### src/rtl/lb_mailbox_if.sv
// lb_mailbox_if: local-bus strobes, read return and the
// user-side h2u/u2h stream handshakes of the mailbox.
interface lb_mailbox_if;
  logic        lb_wr;
  logic        lb_rd;
  logic [31:0] lb_addr;
  logic [31:0] lb_wr_d;
  logic [31:0] lb_rd_d;
  logic        lb_rd_rdy;
  logic        out_valid;
  logic        out_ready;
  logic [31:0] out_data;
  logic        in_valid;
  logic        in_ready;
  logic [31:0] in_data;

  modport slave (
    input  lb_wr, lb_rd, lb_addr, lb_wr_d,
    input  out_ready, in_valid, in_data,
    output lb_rd_d, lb_rd_rdy,
    output out_valid, out_data, in_ready
  );

  modport master (
    output lb_wr, lb_rd, lb_addr, lb_wr_d,
    output out_ready, in_valid, in_data,
    input  lb_rd_d, lb_rd_rdy,
    input  out_valid, out_data, in_ready
  );
endinterface

### src/rtl/lb_mailbox.sv
// lb_mailbox: local-bus mailbox slave with host<->user FIFOs,
// status/control and scratch; two-stage pipelined read return.
module lb_mailbox #(
  parameter logic [31:0] BASE_ADDR = 32'h0000_0100,
  parameter int          DEPTH     = 16,
  parameter int          CW        = 9
) (
  input logic         clk_lb,
  input logic         reset_l,
  lb_mailbox_if.slave bus
);
  localparam int AW = $clog2(DEPTH);
  localparam logic [CW-1:0] FULL_CNT = CW'(DEPTH);

  logic [31:0]   h_mem [DEPTH];
  logic [31:0]   u_mem [DEPTH];
  logic [AW-1:0] h_wp, h_rp, u_wp, u_rp;
  logic [CW-1:0] h_cnt, u_cnt;
  logic          ovf, udf;
  logic [31:0]   scratch;
  logic          rd_v1, rd_v2;
  logic [31:0]   rd_d1, rd_d2;

  logic          hit, hit_wr, hit_rd;
  logic [2:0]    off;
  logic          h_full, h_empty, u_full, u_empty;
  logic          h_flush, u_flush, clr;
  logic          h_push_req, h_push, h_pop, h_ovf_ev;
  logic          u_pop_req, u_push, u_pop, u_udf_ev;
  logic [31:0]   status, rd_mux;
  logic          unused_ok;

  assign hit    = bus.lb_addr[31:5] == BASE_ADDR[31:5];
  assign hit_wr = bus.lb_wr && hit;
  assign hit_rd = bus.lb_rd && hit;
  assign off    = bus.lb_addr[4:2];
  assign unused_ok = ^bus.lb_addr[1:0];

  assign h_full  = h_cnt == FULL_CNT;
  assign h_empty = h_cnt == '0;
  assign u_full  = u_cnt == FULL_CNT;
  assign u_empty = u_cnt == '0;

  assign h_flush = hit_wr && off == 3'd0 && bus.lb_wr_d[0];
  assign u_flush = hit_wr && off == 3'd0 && bus.lb_wr_d[1];
  assign clr     = hit_wr && off == 3'd0 && bus.lb_wr_d[2];

  // a full h2u still accepts a word if the user pops it free
  assign h_push_req = hit_wr && off == 3'd2;
  assign h_pop      = bus.out_ready && !h_empty && !h_flush;
  assign h_push     = h_push_req && !h_flush &&
                      (!h_full || h_pop);
  assign h_ovf_ev   = h_push_req && !h_flush &&
                      h_full && !h_pop;

  // host pop of an empty u2h is an underflow, never a pop
  assign u_pop_req = hit_rd && off == 3'd3;
  assign u_pop     = u_pop_req && !u_empty && !u_flush;
  assign u_udf_ev  = u_pop_req && u_empty && !u_flush;
  assign u_push    = bus.in_valid && !u_full && !u_flush;

  assign bus.out_valid = !h_empty;
  assign bus.out_data  = h_empty ? '0 : h_mem[h_rp];
  assign bus.in_ready  = !u_full;
  assign bus.lb_rd_d   = rd_d2;
  assign bus.lb_rd_rdy = rd_v2;

  // status word assembly
  always_comb begin
    status = '0;
    status[CW-1:0]  = h_cnt;
    status[16 +: CW] = u_cnt;
    status[28] = ovf;
    status[29] = udf;
    status[30] = h_full;
    status[31] = u_empty;
  end

  // read data select from pre-write state
  always_comb begin
    rd_mux = '0;
    unique case (off)
      3'd1:    rd_mux = status;
      3'd3:    rd_mux = u_empty ? '0 : u_mem[u_rp];
      3'd4:    rd_mux = scratch;
      default: rd_mux = '0;
    endcase
  end

  // h2u pointers and occupancy
  always_ff @(posedge clk_lb or negedge reset_l) begin
    if (!reset_l) begin
      h_wp  <= '0;
      h_rp  <= '0;
      h_cnt <= '0;
    end else if (h_flush) begin
      h_wp  <= '0;
      h_rp  <= '0;
      h_cnt <= '0;
    end else begin
      if (h_push) h_wp <= h_wp + AW'(1);
      if (h_pop)  h_rp <= h_rp + AW'(1);
      h_cnt <= h_cnt + CW'(h_push) - CW'(h_pop);
    end
  end

  // u2h pointers and occupancy
  always_ff @(posedge clk_lb or negedge reset_l) begin
    if (!reset_l) begin
      u_wp  <= '0;
      u_rp  <= '0;
      u_cnt <= '0;
    end else if (u_flush) begin
      u_wp  <= '0;
      u_rp  <= '0;
      u_cnt <= '0;
    end else begin
      if (u_push) u_wp <= u_wp + AW'(1);
      if (u_pop)  u_rp <= u_rp + AW'(1);
      u_cnt <= u_cnt + CW'(u_push) - CW'(u_pop);
    end
  end

  // FIFO storage, no reset needed
  always_ff @(posedge clk_lb) begin
    if (h_push) h_mem[h_wp] <= bus.lb_wr_d;
    if (u_push) u_mem[u_wp] <= bus.in_data;
  end

  // sticky error flags; a new event beats a clear
  always_ff @(posedge clk_lb or negedge reset_l) begin
    if (!reset_l) begin
      ovf <= 1'b0;
      udf <= 1'b0;
    end else begin
      if (h_ovf_ev)  ovf <= 1'b1;
      else if (clr)  ovf <= 1'b0;
      if (u_udf_ev)  udf <= 1'b1;
      else if (clr)  udf <= 1'b0;
    end
  end

  // scratch register
  always_ff @(posedge clk_lb or negedge reset_l) begin
    if (!reset_l) scratch <= '0;
    else if (hit_wr && off == 3'd4) scratch <= bus.lb_wr_d;
  end

  // read return pipeline: capture, then output register
  always_ff @(posedge clk_lb or negedge reset_l) begin
    if (!reset_l) begin
      rd_v1 <= 1'b0;
      rd_d1 <= '0;
      rd_v2 <= 1'b0;
      rd_d2 <= '0;
    end else begin
      rd_v1 <= hit_rd;
      rd_d1 <= hit_rd ? rd_mux : '0;
      rd_v2 <= rd_v1;
      rd_d2 <= rd_v1 ? rd_d1 : '0;
    end
  end
endmodule

### src/flat_wrapper.sv
// flat-port wrapper written by rule: the top's interface ports become plain ports
module lb_mailbox_flat 
#(
  parameter logic [31:0] BASE_ADDR = 32'h0000_0100,
  parameter int          DEPTH     = 16,
  parameter int          CW        = 9
)
  (clk_lb, reset_l, bus_lb_wr, bus_lb_rd, bus_lb_addr, bus_lb_wr_d, bus_out_ready, bus_in_valid, bus_in_data, bus_lb_rd_d, bus_lb_rd_rdy, bus_out_valid, bus_out_data, bus_in_ready);
  lb_mailbox_if bus_i ();
  input logic clk_lb;
  input logic reset_l;
  input wire logic [$bits(bus_i.lb_wr)-1:0] bus_lb_wr;
  input wire logic [$bits(bus_i.lb_rd)-1:0] bus_lb_rd;
  input wire logic [$bits(bus_i.lb_addr)-1:0] bus_lb_addr;
  input wire logic [$bits(bus_i.lb_wr_d)-1:0] bus_lb_wr_d;
  input wire logic [$bits(bus_i.out_ready)-1:0] bus_out_ready;
  input wire logic [$bits(bus_i.in_valid)-1:0] bus_in_valid;
  input wire logic [$bits(bus_i.in_data)-1:0] bus_in_data;
  output wire logic [$bits(bus_i.lb_rd_d)-1:0] bus_lb_rd_d;
  output wire logic [$bits(bus_i.lb_rd_rdy)-1:0] bus_lb_rd_rdy;
  output wire logic [$bits(bus_i.out_valid)-1:0] bus_out_valid;
  output wire logic [$bits(bus_i.out_data)-1:0] bus_out_data;
  output wire logic [$bits(bus_i.in_ready)-1:0] bus_in_ready;
  assign bus_i.lb_wr = bus_lb_wr;
  assign bus_i.lb_rd = bus_lb_rd;
  assign bus_i.lb_addr = bus_lb_addr;
  assign bus_i.lb_wr_d = bus_lb_wr_d;
  assign bus_i.out_ready = bus_out_ready;
  assign bus_i.in_valid = bus_in_valid;
  assign bus_i.in_data = bus_in_data;
  assign bus_lb_rd_d = bus_i.lb_rd_d;
  assign bus_lb_rd_rdy = bus_i.lb_rd_rdy;
  assign bus_out_valid = bus_i.out_valid;
  assign bus_out_data = bus_i.out_data;
  assign bus_in_ready = bus_i.in_ready;
  lb_mailbox #(.BASE_ADDR(BASE_ADDR), .DEPTH(DEPTH), .CW(CW)) u_core (.clk_lb(clk_lb), .reset_l(reset_l), .bus(bus_i));
endmodule
### config.mk
export PLATFORM = sky130hd
export DESIGN_NAME = lb_mailbox_flat
export DESIGN_NICKNAME = d
export VERILOG_FILES = /design/src/rtl/lb_mailbox_if.sv /design/src/rtl/lb_mailbox.sv /design/src/flat_wrapper.sv
export SDC_FILE = /design/constraint.sdc
export NUM_CORES = 1
export LEC_CHECK = 0
export CAP_MARGIN = 20
export CORE_MARGIN = 2
export CORE_UTILIZATION = 35
export DETAILED_ROUTE_END_ITERATION = 8
export PLACE_DENSITY = 0.6
export SLEW_MARGIN = 20
export SYNTH_ARGS = -nofsm -noshare
export SYNTH_HDL_FRONTEND = slang
export SYNTH_SLANG_ARGS = --single-unit
export TNS_END_PERCENT = 1
### constraint.sdc
create_clock -name clk_lb -period 13.5 [get_ports clk_lb]
set_clock_uncertainty 0.15 [all_clocks]
set_input_delay 2.7 -clock clk_lb [delete_from_list [all_inputs] [get_ports clk_lb]]
set_output_delay 2.7 -clock clk_lb [all_outputs]
set_load 0.005 [all_outputs]
==> qor.yml, run 1 <==
worst_hold_path:
  holdCritPathClass: "reg2reg"
route:
  wire_per_inst_um: 26.40
  drt_pass1_iterations: 7
  vias: 23780
  drt_iter0_markers: 2151
  ant_nets: 0
  wl_um: 117100
  drc: 0
  vias_per_cell: 5.359
yosys:
  synth_nets: 2541
  ys_seq_elements: 1158
  yosysWarnings: 0
  syn_area_um2: 45460
  async_reset_ff_share_pct: 11.57
  synth-edff-count: 1024
  synthCells: 2403
  seq_area_frac_synth_pct: 75.01
  synth_ff_type: "edfxtp_1"
  syn_area_per_cell_um2: 18.92
  synth.distinct_cells: 65
clock_tree:
  cts_max_level: 3
  cts-root-buf: "clkbuf_16"
  post-cts-setup-buffers: 0
  clock_sinks: 1158
  cts_resized: 0
  clk_pin_slew_worst_paths_ns: 0.06
  cts_tree: "done"
  cts_max_path_buffers: 3
  cts_hold_buf: 0
  insertion_delay_ns: 0.68
  cts_made_buffers: 111
power_and_ir_drop:
  powerDensity_nw_per_um2: 174.5
  peakVddDrop_mv: 0.1126
  p_leak_nw: 17.29
  p_total_mw: 9.232
global_routing:
  grt_pass1_vias: 24040
  grt-ovfl-total: 0
  track_usage_pct: 17.40
  grt_max_degree: 112
  grt_pass1_wl_um: 166500
  antenna_found_initial: 20
floorplan:
  pin_count: 169
  coreArea_um2: 129200
  die-area_um2: 132800
  core.rowCount: 132
  fp.dieH_um: 364.4
  initial_core_util_pct: 35.20
  die_w_um: 364.4
job:
  cap_violations: 0
sta:
  max_freq_ghz: 0.1276
  period_share_pct: 58.04
  slew_viol_final: 0
  worstMarginPinSlew_ns: 1.138
  rsz0062_at_grt: "false"
  setup_violations: 0
  hold_slack_ns: 0.3032
  hold_violations: 0
  setup_tns_ns: 0
  relSlewSlack_pct: 24.07
  finalCriticalPeriod_ns: 7.835
setup_path:
  worst_ep_required_time_ns: 10.65
  critical_path_class: "reg2out"
  crit_arrival_ns: 4.99
  path_max_fanout: 64
  cp-start-kind: "flip-flop"
  crit_path_end_kind: "output port"
finish:
  syn2layout_area_growth_pct: 16.33
  fin_nets: 2738
  fin_area_um2: 52890
  drive_gt1_share_pct: 17.16
  n_fill_cell: 11400
run_status:
  status: "complete, no violations"
place:
  routabilityCongestion: 0.8043
  dpl.hpwl_um: 65340
  port_buffers: 166
  post_dp_cell_area_um2: 49260
==> kinds of logic (layout without fill, tap and decap cells) <==
family          after synthesis  after routing  synth area share [%]
xor+xnor                     24             24                0.4624
simple gates                266            266                 3.333
flops                      1158           1158                 75.01
buf+inv                     179            469                 1.737
other cells                   0              2                     0
fa+ha+maj                    36             36                 1.024
compound gates              326            326                 5.463
mux                         414            414                 12.97
==> sequential cells by signal, indices dropped and copies added (netlist names) <==
signal,cells
u_core.u_rp,4
u_core.udf,1
u_core.u_wp,4
u_core.h_mem,512
u_core.scratch,32
u_core.bus.lb_rd_d,32
u_core.bus.lb_rd_rdy,1
u_core.u_mem,512
u_core.rd_v1,1
u_core.h_cnt,9
u_core.rd_d1,32
u_core.h_wp,4
u_core.u_cnt,9
u_core.h_rp,4
u_core.ovf,1
==> power breakdown <==
part / internal [mW] / switching (mW)
clock: 1.78 / 1.29
sequential: 4.10 / 0.146
combinational: 0.847 / 1.06
==> area by class of cell <==
class | instances | area, um2 | area share [%]
Timing Repair Buffer | 222 | 2100 | 3.970
Tap cell | 1742 | 2180 | 4.121
Clock inverter | 43 | 429.2 | 0.8114
Antenna cell | 2 | 5.005 | 0.009463
Sequential cell | 1158 | 34120 | 64.50
Inverter | 41 | 156.4 | 0.2957
Multi-Input combinational cell | 1066 | 10720 | 20.27
Clock buffer | 163 | 3186 | 6.023
==> synthesized netlist by cell type, types with 30 or more instances <==
master	instances	share of area (%)
edfxtp_1	1024	68
mux2i_1	245	5.4
mux4_2	137	6.8
dfrtp_1	134	7.4
o221ai_1	128	2.5
clkbuf_1	75	0.62
nor2_1	62	0.51
nand2_1	57	0.47
o22ai_1	53	0.73
and2_1	48	0.66
buf_2	38	0.42
a211oi_1	37	0.61
inv_1	37	0.31
ha_1	34	0.94
mux2_2	31	0.77
a21oi_1	30	0.33
==> metrics by stage <==
| step | utilization, % | setup WS, ns | std cells |
|---|---|---|---|
| after floorplan | - | 5.745 | 2403 |
| after global placement | 38.14 | 6.096 | 4229 |
| after detailed placement | 38.14 | 5.993 | 4229 |
| after CTS | 40.94 | 5.240 | 4435 |
| after global routing | 40.95 | 5.250 | 4436 |
| final | 40.95 | 5.665 | 4437 |
==> per-layer routing <==
layer | track usage [%] | vias up | share of wire [%]
li1 | - | 10210 | -
met1 | 22.50 | 12380 | 40
met2 | 28.35 | 953 | 48
met3 | 5.267 | 220 | 9.3
met4 | 4.910 | 26 | 2.7
met5 | 0 | - | 0.14
==> final timing paths <==
check                                                        end  depth (start not counted)  slack (ns)                  startpoint
min in group asynchronous        u_core.bus.lb_rd_d[8]$_DFF_PN0_                          1        1.94                     reset_l
worst max register to register         u_core.h_cnt[8]$_DFF_PN0_                         18        8.77   u_core.h_cnt[2]$_DFF_PN0_
worst min-delay path            u_core.bus.lb_rd_d[14]$_DFF_PN0_                          1        0.30  u_core.rd_d1[14]$_DFF_PN0_
max in group asynchronous              u_core.rd_d1[5]$_DFF_PN0_                          2        9.88                     reset_l
worst min register to register  u_core.bus.lb_rd_d[14]$_DFF_PN0_                          1        0.30  u_core.rd_d1[14]$_DFF_PN0_
worst max-delay path                            bus_out_data[14]                          7        5.66  u_core.h_rp[0]$_DFFE_PN0P_
==> critical path, cell delays in order, from the launching register on <==
cell and delay, ns:
dfrtp_4 0.77, buf_4 0.85, buf_6 0.73, mux2i_1 0.20, o221ai_1 0.26, o22ai_1 0.16, a211oi_1 0.63, clkdlybuf4s50_1 0.64
==> cells in the final DEF, fill, tap and decap left out, types with 6 or more instances in the layout <==
cell,n
edfxtp_1,1024
mux2i_1,245
clkdlybuf4s50_1,165
mux4_2,137
dfrtp_1,129
o221ai_1,128
clkbuf_16,113
nor2_1,56
nand2_1,55
buf_4,54
o22ai_1,53
a211oi_1,37
inv_1,36
and2_1,36
ha_1,34
clkbuf_1,33
mux2_2,31
a21oi_1,30
nand3_1,25
a22oi_1,22
clkbuf_8,17
xnor2_1,15
clkinv_2,13
and2_2,12
clkinv_1,12
nor3_1,10
o21ai_0,10
a31oi_1,10
xor2_1,9
nor2b_1,8
bufinv_16,8
nor3_2,7
clkinvlp_4,7
nor4_4,6
a21o_1,6
a2111o_1,6
No activity file was read; power rests on OpenSTA's default activity.
==> run 2, diff against run 1 <==
clock period = 8.13 ns   (was 13.5 ns; I/O delays follow)
==> qor.yml, run 2 (same netlist as run 1, synthesis figures left out) <==
finish:
  final_common_cell: "edfxtp_1"  # unchanged
  fin_util_pct: 41.11  # was 40.95%
  top_regs: "u_core.h_mem: 512 flops, u_core.u_mem: 512 flops"  # unchanged
  drive_gt1_share_pct: 17.51  # was 17.16%
  fin_nets: 2735  # was 2738
  final_cell_mix: "edfxtp_1 (1024), mux2i_1 (245), clkdlybuf4s50_1 (165)"  # unchanged
  syn2layout_area_growth_pct: 16.78  # was 16.33%
  n_fill_cell: 11430  # was 11400
setup_path:
  crit_path_end_kind: "output port"  # unchanged
  reg2reg_slack_ns: 3.39  # was 8.77 ns
  cp-start-kind: "flip-flop"  # unchanged
  slowest_stage: "a211oi_1"  # was buf_4
  crit_arrival_ns: 4.47  # was 4.99 ns
  path_max_fanout: 64  # unchanged
  crit_chain: "buf_4, nand2_4, o221ai_1, o22ai_1, a211oi_1, clkdlybuf4s50_1"  # was buf_4, buf_6, mux2i_1, o221ai_1, o22ai_1, a211oi_1, clkdlybuf4s50_1
  worst_ep_required_time_ns: 6.35  # was 10.65 ns
  regToRegEndpoint: "u_core.h_cnt[8]$_DFF_PN0_"  # unchanged
  r2r-start: "u_core.h_cnt[2]$_DFF_PN0_"  # unchanged
  critical_path_class: "reg2out"  # unchanged
  slowest_delay_ns: 0.68  # was 0.85 ns
  crit_buf_inv: 2  # was 3
  critical-path-top-delay-family: "compound AO/OA/AOI/OAI gates"  # was buffers and inverters
  ff2ff_path_depth: 18  # unchanged
clock_tree:
  cts_max_path_buffers: 3  # unchanged
  cts_max_level: 3  # unchanged
  clk_pin_slew_worst_paths_ns: 0.06  # about the same
  cts_made_buffers: 111  # unchanged
  cts_hold_buf: 0  # unchanged
  cts-root-buf: "clkbuf_16"  # unchanged
  cts_tree: "done"  # unchanged
  post-cts-setup-buffers: 0  # unchanged
  clock_sinks: 1158  # unchanged
  cts_resized: 0  # unchanged
  insertion_delay_ns: 0.68  # about the same
worst_hold_path:
  min_to: "u_core.bus.lb_rd_d[14]$_DFF_PN0_"  # unchanged
  min_from: "u_core.rd_d1[14]$_DFF_PN0_"  # unchanged
  min_path_cells: 1  # unchanged
  holdCritPathClass: "reg2reg"  # unchanged
floorplan:
  die_w_um: 364.4  # unchanged
  initial_core_util_pct: 35.20  # unchanged
  pin_count: 169  # unchanged
  core.rowCount: 132  # unchanged
  die-area_um2: 132800  # unchanged
  coreArea_um2: 129200  # unchanged
  fp.dieH_um: 364.4  # unchanged
sta:
  setup_violations: 0  # unchanged
  rsz0062_at_grt: "false"  # unchanged
  setup_tns_ns: 0  # unchanged
  max_freq_ghz: 0.1602
  period_share_pct: 76.77
  hold_violations: 0  # unchanged
  slew_viol_final: 0  # unchanged
  relSlewSlack_pct: 22.78  # was 24.07%
  worstMarginPinSlew_ns: 1.157  # was 1.138 ns
  finalCriticalPeriod_ns: 6.242
power_and_ir_drop:
  peakVddDrop_mv: 0.1912  # was 0.1126 mV
  powerDensity_nw_per_um2: 292.8  # was 174.5 nW/um2
  p_leak_nw: 17.41  # was 17.29 nW
route:
  drt_iter0_markers: 2304  # was 2151
  drt_pass1_iterations: 5  # was 7
  wire_per_inst_um: 26.33  # was 26.40 um
  vias: 23540  # was 23780
  ant_nets: 0  # unchanged
  wl_um: 116800  # was 117100 um
  vias_per_cell: 5.304  # was 5.359
  drc: 0  # unchanged
run_status:
  status: "complete, no violations"  # unchanged
job:
  cap_violations: 0  # unchanged
place:
  dpl.hpwl_um: 65200  # was 65340 um
  port_buffers: 166  # unchanged
  routabilityCongestion: 0.7843  # was 0.8043
global_routing:
  antenna_found_initial: 14  # was 20
  track_usage_pct: 17.36  # was 17.40%
  grt_pass1_wl_um: 166600  # was 166500 um
  grt_pass1_vias: 24240  # was 24040
  grt_max_degree: 91  # was 112
  grt-ovfl-total: 0  # unchanged
[run 2: through the flow]
step | cell area (um2) | hold slack (ns) | total power [mW] | cells | setup slack [ns]
after floorplan | 45460 | 0.2625 | 9.126 | 2403 | 1.449
after CTS | 53060 | 0.3041 | 15.69 | 4436 | 1.939
after detailed placement | 49260 | 0.2912 | 10.40 | 4225 | 1.786
after global routing | 53090 | 0.3116 | 16.18 | 4438 | 1.860
final | 53090 | 0.3028 | 15.55 | 4438 | 1.888
after global placement | 49260 | 0.2964 | 10.31 | 4225 | 1.891
[run 2: how the worst max path moves through the flow]
stage | from | to | slack, ns | cells past startpoint
2_1_floorplan | bus_lb_addr[27] | u_core.u_mem[2][0]$_DFFE_PP_ | 1.45 | 8
3_5_place_dp | bus_lb_addr[19] | u_core.u_cnt[8]$_DFF_PN0_ | 1.79 | 16
5_1_grt | u_core.h_rp[2]$_DFFE_PN0P_ | bus_out_data[27] | 1.86 | 6
4_1_cts | u_core.h_rp[2]$_DFFE_PN0P_ | bus_out_data[1] | 1.94 | 6
3_3_place_gp | bus_lb_addr[11] | u_core.u_cnt[8]$_DFF_PN0_ | 1.89 | 16
6_report | u_core.h_rp[2]$_DFFE_PN0P_ | bus_out_data[27] | 1.89 | 6
[run 2: worst reg2reg max path: stages, from the launching register on]
cell and delay [ns]:
dfrtp_1 0.41, inv_1 0.09, ha_1 0.14, or4b_4 0.51
nor3_4 0.12, buf_4 0.55, inv_2 0.24, nand3_1 0.19
inv_1 0.06, ha_1 0.27, inv_1 0.04, ha_1 0.21
fa_1 0.43, a21oi_1 0.19, o21ai_0 0.14, a2111oi_0 0.50
nor3_1 0.15, xnor2_1 0.17, nor2_1 0.05
[run 2: report_power, final]
part           leakage [nW]  switching [mW]  internal [mW]
logic                  4.52            1.77           1.41
registers              11.0           0.243           6.81
clock network          1.86            2.17           3.14
[run 2: cell type report]
cell class              count  area (um2)  share of cell area, %
repair buffers            219        2111                  3.975
multi-input cells        1066       10720                  20.19
flip-flops and latches   1158       34120                  64.26
clock buffers             154        3174                  5.979
diodes                      1       2.502               0.004713
clock inverters            57       633.1                  1.192
well taps                1742        2180                  4.105
inverters                  41       156.4                 0.2946
[run 2: metal layers]
metal	up-vias	part of all wire [%]	global-route usage [%]
met2	883	48	28.34
li1	10190	-	-
met4	18	2.5	4.853
met5	-	0.098	0
met3	206	8.1	3.927
met1	12240	41	23.30
